<file path="src/rtl/ext_irq_source_if.sv">
`default_nettype none
// ============================================================================
//  Module      : ext_irq_source_if
//  Description : Request/acknowledge handshake between the external interrupt
//                source and the core: ExtIRQ/irq_id/busy toward the core,
//                ExtIAck/ERet back from the core.
//  Revision    : 1.0  initial release
// ============================================================================
interface ext_irq_source_if #(
    parameter int IDW = 2
) ();

    logic           ExtIRQ;   // registered interrupt request
    logic [IDW-1:0] irq_id;   // line being requested or serviced
    logic           busy;     // service window open
    logic           ExtIAck;  // core accepts the current request
    logic           ERet;     // core leaves the service window

    // Interrupt source side
    modport master (
        output ExtIRQ,
        output irq_id,
        output busy,
        input  ExtIAck,
        input  ERet
    );

    // Core side
    modport slave (
        input  ExtIRQ,
        input  irq_id,
        input  busy,
        output ExtIAck,
        output ERet
    );

endinterface : ext_irq_source_if
`default_nettype wire

</file>
<file path="src/rtl/ext_irq_source.sv">
`default_nettype none
// ============================================================================
//  Module      : ext_irq_source
//  Description : Collects rising edges on NIRQ device lines into pending bits,
//                flags edges lost while a line is already pending, and
//                presents the lowest-index enabled pending line to the core
//                as a single registered request (IDLE -> REQ -> SERVICE).
//  Revision    : 1.0  initial release
// ============================================================================
module ext_irq_source #(
    parameter int NIRQ = 4,
    parameter int IDW  = $clog2(NIRQ)
) (
    input  wire logic             clk,
    input  wire logic             reset,
    input  wire logic [NIRQ-1:0]  dev_irq,
    input  wire logic [NIRQ-1:0]  irq_mask,
    input  wire logic             ovf_clr,
    output logic      [NIRQ-1:0]  pending,
    output logic      [NIRQ-1:0]  ovf,
    ext_irq_source_if.master      core
);

    typedef enum logic [1:0] {
        ST_IDLE    = 2'd0,
        ST_REQ     = 2'd1,
        ST_SERVICE = 2'd2
    } state_t;

    state_t            state_q,   state_d;
    logic [NIRQ-1:0]   prev_q,    prev_d;
    logic [NIRQ-1:0]   pending_q, pending_d;
    logic [NIRQ-1:0]   ovf_q,     ovf_d;
    logic [IDW-1:0]    irq_id_q,  irq_id_d;
    logic              ext_irq_q, ext_irq_d;
    logic              busy_q,    busy_d;

    logic [NIRQ-1:0]   dev_edge;   // rising edges sampled this cycle
    logic [NIRQ-1:0]   eligible;   // pending lines allowed to request
    logic [NIRQ-1:0]   ack_clr;    // one-hot clear of the acknowledged line

    // Fixed priority: the lowest set index wins.
    function automatic logic [IDW-1:0] lowest_index(input logic [NIRQ-1:0] v);
        lowest_index = '0;
        for (int i = NIRQ - 1; i >= 0; i--) begin
            if (v[i]) begin
                lowest_index = IDW'(i);
            end
        end
    endfunction

    // Edge detection and request eligibility.
    always_comb begin
        prev_d   = dev_irq;
        dev_edge = dev_irq & ~prev_q;
        eligible = pending_q & irq_mask;
    end

    // Request/service sequencing; the acknowledge clear is produced here so
    // the pending logic sees exactly the edge on which REQ is left.
    always_comb begin
        state_d   = state_q;
        irq_id_d  = irq_id_q;
        ext_irq_d = ext_irq_q;
        busy_d    = busy_q;
        ack_clr   = '0;

        case (state_q)
            ST_IDLE: begin
                ext_irq_d = 1'b0;
                busy_d    = 1'b0;
                if (|eligible) begin
                    state_d   = ST_REQ;
                    irq_id_d  = lowest_index(eligible);
                    ext_irq_d = 1'b1;
                end
            end
            ST_REQ: begin
                // irq_id stays frozen whatever pending/mask do meanwhile.
                if (core.ExtIAck) begin
                    state_d           = ST_SERVICE;
                    ext_irq_d         = 1'b0;
                    busy_d            = 1'b1;
                    ack_clr[irq_id_q] = 1'b1;
                end
            end
            ST_SERVICE: begin
                // No nesting: new pending bits wait for the exception return.
                if (core.ERet) begin
                    state_d = ST_IDLE;
                    busy_d  = 1'b0;
                end
            end
            default: begin
                state_d   = ST_IDLE;
                ext_irq_d = 1'b0;
                busy_d    = 1'b0;
            end
        endcase
    end

    // Pending and overflow bookkeeping. A fresh edge on the line being
    // acknowledged re-arms it rather than counting as a lost edge, and a new
    // overflow beats a simultaneous ovf_clr.
    always_comb begin
        pending_d = (pending_q & ~ack_clr) | dev_edge;
        ovf_d     = (ovf_clr ? '0 : ovf_q) | (dev_edge & pending_q & ~ack_clr);
    end

    // State register; reset overrides every other input.
    always_ff @(posedge clk) begin
        if (reset) begin
            state_q   <= ST_IDLE;
            prev_q    <= '0;
            pending_q <= '0;
            ovf_q     <= '0;
            irq_id_q  <= '0;
            ext_irq_q <= 1'b0;
            busy_q    <= 1'b0;
        end else begin
            state_q   <= state_d;
            prev_q    <= prev_d;
            pending_q <= pending_d;
            ovf_q     <= ovf_d;
            irq_id_q  <= irq_id_d;
            ext_irq_q <= ext_irq_d;
            busy_q    <= busy_d;
        end
    end

    assign pending     = pending_q;
    assign ovf         = ovf_q;
    assign core.ExtIRQ = ext_irq_q;
    assign core.irq_id = irq_id_q;
    assign core.busy   = busy_q;

endmodule : ext_irq_source
`default_nettype wire

</file>
<file path="src/flat_wrapper.sv">
// flat-port wrapper written by rule: the top's interface ports become plain ports
module ext_irq_source_flat 
#(
    parameter int NIRQ = 4,
    parameter int IDW  = $clog2(NIRQ)
)
  (clk, reset, dev_irq, irq_mask, ovf_clr, pending, ovf, core_ExtIRQ, core_irq_id, core_busy, core_ExtIAck, core_ERet);
  ext_irq_source_if #(.IDW(IDW)) core_i ();
  input  wire logic clk;
  input  wire logic reset;
  input  wire logic [NIRQ-1:0] dev_irq;
  input  wire logic [NIRQ-1:0] irq_mask;
  input  wire logic ovf_clr;
  output logic      [NIRQ-1:0] pending;
  output logic      [NIRQ-1:0] ovf;
  output wire logic [$bits(core_i.ExtIRQ)-1:0] core_ExtIRQ;
  output wire logic [$bits(core_i.irq_id)-1:0] core_irq_id;
  output wire logic [$bits(core_i.busy)-1:0] core_busy;
  input wire logic [$bits(core_i.ExtIAck)-1:0] core_ExtIAck;
  input wire logic [$bits(core_i.ERet)-1:0] core_ERet;
  assign core_ExtIRQ = core_i.ExtIRQ;
  assign core_irq_id = core_i.irq_id;
  assign core_busy = core_i.busy;
  assign core_i.ExtIAck = core_ExtIAck;
  assign core_i.ERet = core_ERet;
  ext_irq_source #(.NIRQ(NIRQ), .IDW(IDW)) u_core (.clk(clk), .reset(reset), .dev_irq(dev_irq), .irq_mask(irq_mask), .ovf_clr(ovf_clr), .pending(pending), .ovf(ovf), .core(core_i));
endmodule
</file>
<file path="config.mk">
export PLATFORM = sky130hd
export DESIGN_NAME = ext_irq_source_flat
export DESIGN_NICKNAME = d
export VERILOG_FILES = /design/src/rtl/ext_irq_source_if.sv /design/src/rtl/ext_irq_source.sv /design/src/flat_wrapper.sv
export SDC_FILE = /design/constraint.sdc
export NUM_CORES = 1
export LEC_CHECK = 0
export CAP_MARGIN = 20
export CORE_MARGIN = 3
export CORE_UTILIZATION = 46
export CTS_CLUSTER_DIAMETER = 150
export DETAILED_ROUTE_END_ITERATION = 16
export PLACE_DENSITY_LB_ADDON = 0.1
export SYNTH_ARGS = -nofsm -noshare
export SYNTH_HDL_FRONTEND = slang
export SYNTH_SLANG_ARGS = --single-unit
</file>
<file path="constraint.sdc">
create_clock -name clk -period 2.2 [get_ports clk]
set_input_delay 0.33 -clock clk [delete_from_list [all_inputs] [get_ports clk]]
set_output_delay 0.33 -clock clk [all_outputs]
set_load 0.01 [all_outputs]
</file>
**Word level (Yosys, flattened, before mapping)**

Index checks and enable logic that the tools add are counted.
W data, S select, Z words.

- Order comparisons: 2
- Equality and inequality tests: 5
- Mux-type cells: 19
- Bitwise operators: 10
- Reductions and logical operators: 7

Operator list:

| operator | number |
|---|---|
| $and A4 B4 Y4 | 5 |
| $mux W2 | 7 |
| $mux W4 | 3 |
| $not A4 Y4 | 2 |
| $or A4 B4 Y4 | 2 |
| $pmux W2 S3 | 1 |
| $reduce_and A2 Y1 | 3 |
| $mux W1 | 5 |
| $ne A2 B2 Y1 const B | 2 |
| $reduce_or A4 Y1 | 1 |
| $lt A2 B3 Y1 const B | 1 |
| $pmux W1 S3 | 1 |
| $reduce_and A3 Y1 | 1 |
| $demux W1 S2 | 1 |
| $eq A2 B1 Y1 const B | 1 |
| $eq A2 B2 Y1 const B | 1 |
| $ge A2 B1 Y1 const B | 1 |
| $logic_not A2 Y1 | 1 |
| $ne A2 B1 Y1 const B | 1 |
| $pmux W1 S2 | 1 |
| $logic_and A1 B1 Y1 | 1 |
| $not A1 Y1 | 1 |

- Flip-flop bits (word level): 18
- Bits of input ports: 13
- Output and inout bits: 12
- Logic and storage cells: 50

**Longest topological paths before layout**

Gate-level depths: netlist (run 1).

- Word-level depth: 9
- Depth in mapped cells: 4
- Gate-level depth less buffers: 3

**Worst setup path after synthesis (run 1)**

Ideal clock, no wire load.

- Path type: register to register
- Start point: reg u_core.pending_q[2] (netlist: u_core.pending[2])
- End point: reg u_core.state_q[0]
- Library setup time: 0.079 ns
- Data arrival time: 1.036 ns
- Data required time: 2.121 ns
- Setup slack: 1.085 ns
- Cell stages (with the launch flop): 4
- Path buffers: 0
- Clock period less this slack: 1.115 ns
- Path through: dfxtp_1 -> a22oi_1 -> a311o_1 -> a211oi_2

- Longest elaborated chain between the ends: 4

RTL lines:

| what | line | RTL |
|---|---|---|
| start, declared | ext_irq_source.sv:32 | `logic [NIRQ-1:0] pending_q, pending_d;` |
| start signal, assigned | ext_irq_source.sv:123 | `pending_q <= pending_d;` |
| $and A4 B4 Y4 | ext_irq_source.sv:56 | `eligible = pending_q & irq_mask;` |
| $reduce_or A4 Y1 | ext_irq_source.sv:72 | `if (\|eligible) begin` |
| $ne A2 B1 Y1 (no line) | -- |  |
| $reduce_and A3 Y1 (no line) | -- |  |
| end signal, assigned | ext_irq_source.sv:121 | `state_q <= state_d;` |
| end, declared | ext_irq_source.sv:30 | `state_t state_q, state_d;` |

Every way passes these cells.
A chain may end at the register's enable or synchronous reset.

**Worst setup path after layout (run 1)**

- Start point: reg u_core.pending_q[0] (netlist: u_core.pending[0])
- End point: out pending[0]

RTL lines:

| what | line | RTL |
|---|---|---|
| end, declared | flat_wrapper.sv:14 | `output logic [NIRQ-1:0] pending;` |

No word-level cell between the ends.

==> flow_results.org, run 1 <==
** Cells and area
- Most common cell after layout, fill and taps aside :: sky130_fd_sc_hd__clkdlybuf4s50_1
- Commonest cells after routing, fill and taps aside :: sky130_fd_sc_hd__clkdlybuf4s50_1, sky130_fd_sc_hd__dfxtp_1, sky130_fd_sc_hd__a21oi_1
- 0 antenna diodes ended up in the layout.
- Number of nets in the layout :: about 120
- Util after Layout :: 72.9%
- Proportion of layout cells with a drive suffix above 1 :: ~16%
- Growth of design area from synthesis to finish :: 38.3%

** Route
- Once detail routing completed, the nets flagged for antenna violations numbered 0.
- Remaining design rule violation count :: 0
- The first TritonRoute pass finished after 3 iterations.
- Detailed routing inserted a total of roughly 630 vias.
- In the routed layout, each cell is associated on average with a via count of 5.46.
- After detailed routing, the average wire length per cell comes to 12.8 microns.
- Wires add up to roughly 1500 microns.
- Initial DRC Count :: 5

** Synthesis
- Share of the synthesized netlist area taken by xor and xnor gates :: 0%
- After synthesis, the largest family of logic cells by area is compound AO/OA/AOI/OAI gates.
- Summed over its instances, the top area cell type makes up around 48% of the synthesized netlist area.
- After Yosys synthesis, full adders, half adders and majority gates account for 0% of the synthesized area.
- Post-synth EDFFs :: 0
- Synthesis warning total :: 0
- Counting flops with an async set or reset pin after synthesis yields a share of 0%.
- The synthesized design spends more area on one cell type than any other, namely sky130_fd_sc_hd__dfxtp_1.
- Summing the areas of all and, or, nand and nor instances in the mapped netlist gives between 20% and 30% of the synthesized area.
- Synthesis produced 75 cells.
- Synthesis instantiated 26 different standard cells from the library.
- Summing every instance area after synthesis gives 746 sq um.
- FF+latch count, synth :: 18
- Number of nets produced by synthesis :: just under 90
- By area the synthesized netlist is led by sky130_fd_sc_hd__dfxtp_1, sky130_fd_sc_hd__nor2b_1, sky130_fd_sc_hd__a21oi_1.
- Summing the sequential cell areas from Yosys gives approximately half of the chip area.
- Measured against the total synthesized area, the mux share comes to 0%.
- Mean area per synthesized cell :: between 9 and 10 sq um
- Top FF cell, synth :: sky130_fd_sc_hd__dfxtp_1
- Compound-gate portion of the synthesized area :: 24.5%

** GRT
- Number of antenna violations at the first check in global routing :: 0
- For this run, the total global-route usage over all layers was measured as between 10% and 20%.
- The first global-routing pass estimated ~2700 microns of wire.
- Global routing finished with a remaining overflow of 0.
- The number of global-route vias before repair was 600.
- Pin count of the biggest net entering global routing :: 13

** Hold path
- Counting instances, the worst hold path has a depth of 2.
- Startpoint of the most critical hold path :: u_core.core.ExtIRQ
- In this run the worst hold path is classified as flop to flop.

** Setup path
- Critical Path Source :: u_core.pending[0]
- STA classifies the critical path endpoint as a primary output.
- The worst setup path is of the flop to primary output kind.
- Worst flop-to-flop path startpoint :: u_core.pending[3]
- Kind of start point of the critical path :: flop
- Together, buffers and inverters on the worst path number 1.
- At the worst endpoint, the arrival time is 1270 ps.
- In this run the number of cells on the critical path is 1.
- For the worst setup path, the data required time is 1870 ps.
- CP Cell Sequence :: clkdlybuf4s50_1
- The kind of cell with the highest combined delay along the critical path is buffers and inverters.
- The largest single stage delay on the critical path is about 560 ps.
- The slowest stage of the critical path belongs to the cell sky130_fd_sc_hd__clkdlybuf4s50_1.
- Cell depth of the worst flop-to-flop path :: 3
- Along the worst path, the maximum fanout reaches 4.

** Clock network
- In this run the number of H-tree levels came out at 1.
- Cts-stage hold buffer count :: 0
- Clock buffer count from CTS :: 3
- Buffers from clock root to sink, at most :: 2
- For the worst-skew pair, the clock arrives at the later sink with an insertion delay of roughly 300 ps.
- CTS tree :: yes
- In this run the clock root is driven by a sky130_fd_sc_hd__clkbuf_4.
- Count of buffers added by post-CTS timing repair for setup :: 0
- Post-CTS repair changed the size of 0 cells.
- CTS Sinks :: 18
- Clock transition at the registers of the reported paths :: approximately 110 ps

** Placement
- Once detailed placement completed, the half-perimeter wirelength came to about 1200 microns.
- At the end of routability-driven placement, the weighted congestion stood at between 0.7 and 0.8.
- Buffers added on ports :: 24

** Timing
- Setup repair after global routing left no endpoint under its margin.
- Timing would allow up to around 620 MHz.
- The number of endpoints with negative hold slack in the final report is 0.
- Worst rel slew slack :: 75.7%
- Across the routed clock network, the largest skew measured is about 16 ps.
- Total setup violations reported at the end of the flow :: 0
- The count of final max-slew check failures is 0.
- The smallest clock period supported by the final layout is computed as 1600 ps.
- At the pin with the least slew margin, the transition time is between 300 and 400 ps.
- Adding up every negative setup slack in the final design gives 0 ps.
- Final period util :: between 70% and 80%

** Power and ir drop
- Leakage power :: around 0.00037 uW
- The clock network burns between 20% and 30% of the power.
- Switching share of power :: between 20% and 30%
- Internal power :: roughly 530 uW
- In this run, the combinational gates consume roughly a fifth of the power.
- For this design the ratio of total power to cell area is 689 nW/um^2.
- Per report_power, the sequential group accounts for a little over half of the total.
- Switching component of the power :: approximately 180 uW
- IR analysis of the VDD net gives a maximum drop of just over 0.0005 V.
- The completed layout was analyzed and its total power is roughly 710 uW.

** Floorplan
- In this run the core area contains 13 standard-cell rows.
- Measured along the y axis, the die boundary spans about 46 microns.
- Placeable core area :: approximately 1400 sq um
- Pin placement for this block handled 25 I/O pins.
- For this configuration, the core starts out at a cell density of a little over half.
- Area of the die :: 2140 sq um
- Die span in x :: between 40 and 50 microns

** Run
- Max capacitance violation total :: 0

** Run status
- The flow ran to the end, and the final reports show no timing, DRC or antenna violations.
## synthesized netlist by cell type, types with 2 or more instances
| cell type | count |
|---|---|
| sky130_fd_sc_hd__a21oi_1 | 7 |
| sky130_fd_sc_hd__buf_2 | 2 |
| sky130_fd_sc_hd__dfxtp_1 | 18 |
| sky130_fd_sc_hd__nand2_1 | 5 |
| sky130_fd_sc_hd__nand2b_1 | 5 |
| sky130_fd_sc_hd__nor2_1 | 3 |
| sky130_fd_sc_hd__nor2b_1 | 6 |
| sky130_fd_sc_hd__o21ai_0 | 4 |
| sky130_fd_sc_hd__o21ai_2 | 2 |
| sky130_fd_sc_hd__o31ai_1 | 4 |
| sky130_fd_sc_hd__or3b_2 | 4 |
## layer usage
metal | routed length [microns] | vias to the layer above | track usage [%]
li1 | - | 324 | -
met1 | 738 | 291 | 23.8
met2 | 642 | 18 | 25.3
met3 | 104 | 0 | 5.86
met4 | 0 | 0 | 5.11
met5 | 0 | - | 0
## stage by stage
step | worst slack [ps] | cells | hold WS [ps] | area, sq um
after floorplan | 1080 | 75 | 458 | 746
after global placement | 552 | 112 | 461 | 995
after detailed placement | 510 | 112 | 473 | 995
after CTS | 585 | 116 | 489 | 1030
after global routing | 516 | 116 | 536 | 1030
final | 600 | 116 | 486 | 1030
## state kept, by name, indices dropped and copies added, names as in the netlist
signal,cells
u_core.core.irq_id,2
u_core.prev_q,4
u_core.core.ExtIRQ,1
u_core.state_q,2
u_core.pending,4
u_core.ovf,4
u_core.core.busy,1
## cell families after synthesis
family | count (synthesis)
AOI/OAI and AO/OA | 25
buffers and inverters | 4
DFF | 18
and+or+nand+nor | 28
## power groups by stage
stage	logic [uW]	registers, uW	clock network [uW]
3_3_place_gp	137	378	0
4_1_cts	140	371	207
5_1_grt	153	376	224
2_1_floorplan	72.5	377	0
3_5_place_dp	139	378	0
6_report	138	371	202
## final timing paths
check,to,slack (ps)
worst max-delay path,pending[0],600
worst min-delay path,u_core.core.ExtIRQ,490
worst max register to register,u_core.state_q[0],1010
worst min register to register,u_core.core.ExtIRQ,490
## final cells by class
cell class / instances / area (sq um)
Multi-Input combinational cell: 53 / 364
Tap cell: 15 / 18.8
Clock buffer: 4 / 36.3
Inverter: 1 / 3.75
Fill cell: 107 / 384
Timing Repair Buffer: 25 / 248
Sequential cell: 18 / 360
(Power assumes the default switching activity.)
==> run 2, diff against run 1 <==
--- a/config.mk
+++ b/config.mk
@@ -7,7 +7,7 @@
 export LEC_CHECK = 0
 export CAP_MARGIN = 20
 export CORE_MARGIN = 3
-export CORE_UTILIZATION = 46
+export CORE_UTILIZATION = 43
 export CTS_CLUSTER_DIAMETER = 150
 export DETAILED_ROUTE_END_ITERATION = 16
 export PLACE_DENSITY_LB_ADDON = 0.1
==> constraint.sdc (replaced) <==
create_clock -name clk -period 1.6 [get_ports clk]
set_input_delay 0.24 -clock clk [delete_from_list [all_inputs] [get_ports clk]]
set_output_delay 0.24 -clock clk [all_outputs]
set_load 0.01 [all_outputs]
==> run 2 against run 1 <==
Effect of this change:
- first-iteration DRC count increased to 4.2 times the previous value
- clock skew decreased by 12 ps
- sequential power increased by 37%
- utilization decreased by 6.4 points
- sequential cell count unchanged
- highest routed layer is now met4
==> flow_results.org, run 2 (synthesis gave the netlist of run 1 again) <==
** Floorplan
- The placeable core region was 1580 sq um (+11%).
- Die span in x :: 47.6 microns (+3.0%)
- Number of ports placed on the die boundary :: 25 (unchanged)
- Area of the die :: 2270 sq um (+6.1%)
- Initial standard-cell utilization of the core :: 47.3% (-5.4 points)
- The die boundary height was 47.6 microns (+3.0%).
- The floorplan row count came to 14 (+1).

** Clock network
- The number of H-tree levels is 1 (unchanged).
- The clock latency on the worst-skew pair was 290 ps (about the same).
- The buffer count from post-CTS setup fixing is 0 (unchanged).
- CTS tree :: yes
- Clock transition at the registers of the reported paths :: 100 ps (about the same)
- The number of resized instances in the post-cts repair step was 0 (unchanged).
- Clock buffer count from CTS :: 3 (unchanged)
- The total number of clock tree sinks was 18 (unchanged).
- The hold buffer count at CTS came to 0 (unchanged).
- The tree is rooted in a sky130_fd_sc_hd__clkbuf_4.
- The deepest clock path buffer count was 2 (unchanged).

** Route
- The number of detailed-routing iterations run before antenna repair came to 4 (+1).
- Total number of vias :: 683 (+7.9%)
- Count of nets left with antenna violations after detail routing :: 0 (unchanged)
- The per-cell via count in the routed design came to 5.74 (+5.2%).
- The detailed-route DRC error count was 0 (unchanged).
- DR WL/cell :: 13.2 microns (+3.5%)
- Initial DRC Count :: 21 (+16)
- Total wirelength of the detailed-routed design :: 1580 microns (+6.1%)

** Setup path
- The largest fanout on the critical path came to 5 (+1).
- The critical path goes through clkdlybuf4s50_1.
- The critical path required time was 1360 ps (-510 ps).
- Endpoint type of the worst setup path :: primary output
- The largest individual stage delay along the critical path comes from the cell sky130_fd_sc_hd__clkdlybuf4s50_1.
- Kind of start point of the critical path :: flop
- The arrival time of the worst setup path came to 1280 ps (about the same).
- On the critical path the largest part of the delay comes from buffers and inverters.
- The largest stage delay on the critical path came to 570 ps (about the same).
- The count of buffering cells on the critical path with inverters included is 1 (unchanged).
- By startpoint and endpoint, the worst setup path is classified as flop to primary output.

** Power and ir drop
- Worst-case vdd ir drop :: 0.000520 V (+2.7%)
- Cell area power density :: 941 nW/um^2 (+36%)
- The leakage power was 0.000376 uW (+2.6%).

** GRT
- The total congestion overflow came to 0 (unchanged).
- Number of antenna violations at the first check in global routing :: 0 (unchanged)
- Vias in the first global route :: 601 (+0.17%)
- The global-route usage over all layers was 16.8% (-0.50 points).
- The first-pass GRT wire length is 2660 microns (unchanged).
- Pin count of the biggest net entering global routing :: 11 (-2)

** Timing
- The transition at the pin with the smallest max-transition slack came to 316 ps (-47.5 ps).
- Final worst slack :: 83.9 ps (-516 ps)
- In the finished design, the share of the clock period the worst path needs comes to 94.8%.
- After layout, the minimum clock period comes to roughly 1500 ps.
- Maximum achievable frequency :: 660 MHz
- Final max-slew violation count :: 0 (unchanged)
- The aggregate negative setup slack came to 0 ps (unchanged).
- The number of endpoints with negative hold slack in the final report is 0 (unchanged).
- Final Skew :: 4.10 ps (-11.6 ps)
- The relative slew slack came to 78.9% (+3.2 points).
- Total setup violations reported at the end of the flow :: 0 (unchanged)
- Setup repair after global routing left no endpoint under its margin.

** Cells and area
- Post-route cell area :: 1050 sq um (+1.6%)
- Util after Layout :: 66.4% (-6.4 points)
- Area occupied by registers :: 360 sq um (unchanged)
- Proportion of layout cells with a drive suffix above 1 :: 17.5% (+1.6 points)
- The library cell used most frequently in the layout, excluding fill and tap cells, is sky130_fd_sc_hd__clkdlybuf4s50_1.
- The total area of multi-input combinational cells was 364 sq um (unchanged).
- Growth of design area from synthesis to finish :: 40.4%
- The count of placed standard cells in the final layout, fillers left out is 119 (+2.6%).
- The number of fill cells in the layout was 139 (+30%).
- Final antenna diode count :: 0 (unchanged)
- Commonest cells after routing, fill and taps aside :: sky130_fd_sc_hd__clkdlybuf4s50_1, sky130_fd_sc_hd__dfxtp_1, sky130_fd_sc_hd__a21oi_1
- Number of nets in the layout :: 117 (+1.7%)

** Placement
- The cell count after placement came to 115 (+2.7%).
- The number of buffers added on ports came to 24 (unchanged).
- The worst slack at placement was 108 ps (-403 ps).
- Final HPWL DP :: 1200 microns (+2.9%)
- Weighted congestion reported at the end of routability-driven placement :: 0.732 (-1.9%)
- The instance area after placement was 1010 sq um (+1.6%).

** Hold path
- The min-delay analysis places its worst path in the category flop to flop.

** Run
- The reported max-cap violation count was 0 (unchanged).

** Run status
- The flow ran to the end, and the final reports show no timing, DRC or antenna violations.
## run 2: final cells by class
class                      instances  share of cell area, %
clock buffer                       4                   3.46
inverter                           1                  0.358
multi-input combinational         53                   34.8
sequential                        18                   34.4
tap                               16                   1.91
timing repair buffer              27                   25.1
## run 2: path summary, 6_finish.rpt
path / from / to / slack, ps / cells past startpoint
min: u_core.core.ExtIRQ / u_core.core.ExtIRQ / 480 / 2
max: u_core.core.irq_id[0] / core_irq_id[0] / 80 / 1
min reg2reg: u_core.core.ExtIRQ / u_core.core.ExtIRQ / 480 / 2
max reg2reg: u_core.state_q[0] / u_core.state_q[0] / 360 / 3
## run 2: stage by stage
step	hold WS [ps]	power, uW
after floorplan	368	619
after global placement	469	712
after detailed placement	470	716
after CTS	482	997
after global routing	510	1040
final	478	985
## run 2: metal layers
metal | part of all wire (%) | wire length [microns] | GRT usage, % | vias to the layer above
met2 | 42 | 665 | 24.6 | 27
met1 | 50 | 780 | 23.4 | 323
met5 | 0 | 0 | 0 | -
met3 | 6.4 | 101 | 3.38 | 4
met4 | 1.7 | 27 | 8.06 | 0
li1 | - | - | - | 329
## run 2: power by group
part / internal [uW] / total [uW] / switching [uW] / leakage, uW
sequential: 480 / 510 / 30.6 / 0.000149
combinational: 114 / 195 / 81.1 / 0.000206
clock: 139 / 280 / 141 / 0.0000210
==> run 3, diff against run 2 <==
--- a/config.mk
+++ b/config.mk
@@ -9,6 +9,7 @@
 export CORE_MARGIN = 3
 export CORE_UTILIZATION = 43
 export CTS_CLUSTER_DIAMETER = 150
+export CTS_CLUSTER_SIZE = 25
 export DETAILED_ROUTE_END_ITERATION = 16
 export PLACE_DENSITY_LB_ADDON = 0.1
 export SYNTH_ARGS = -nofsm -noshare
==> results of run 3 <==
The final DEF is identical to that of run 2; final timing and power are the same.
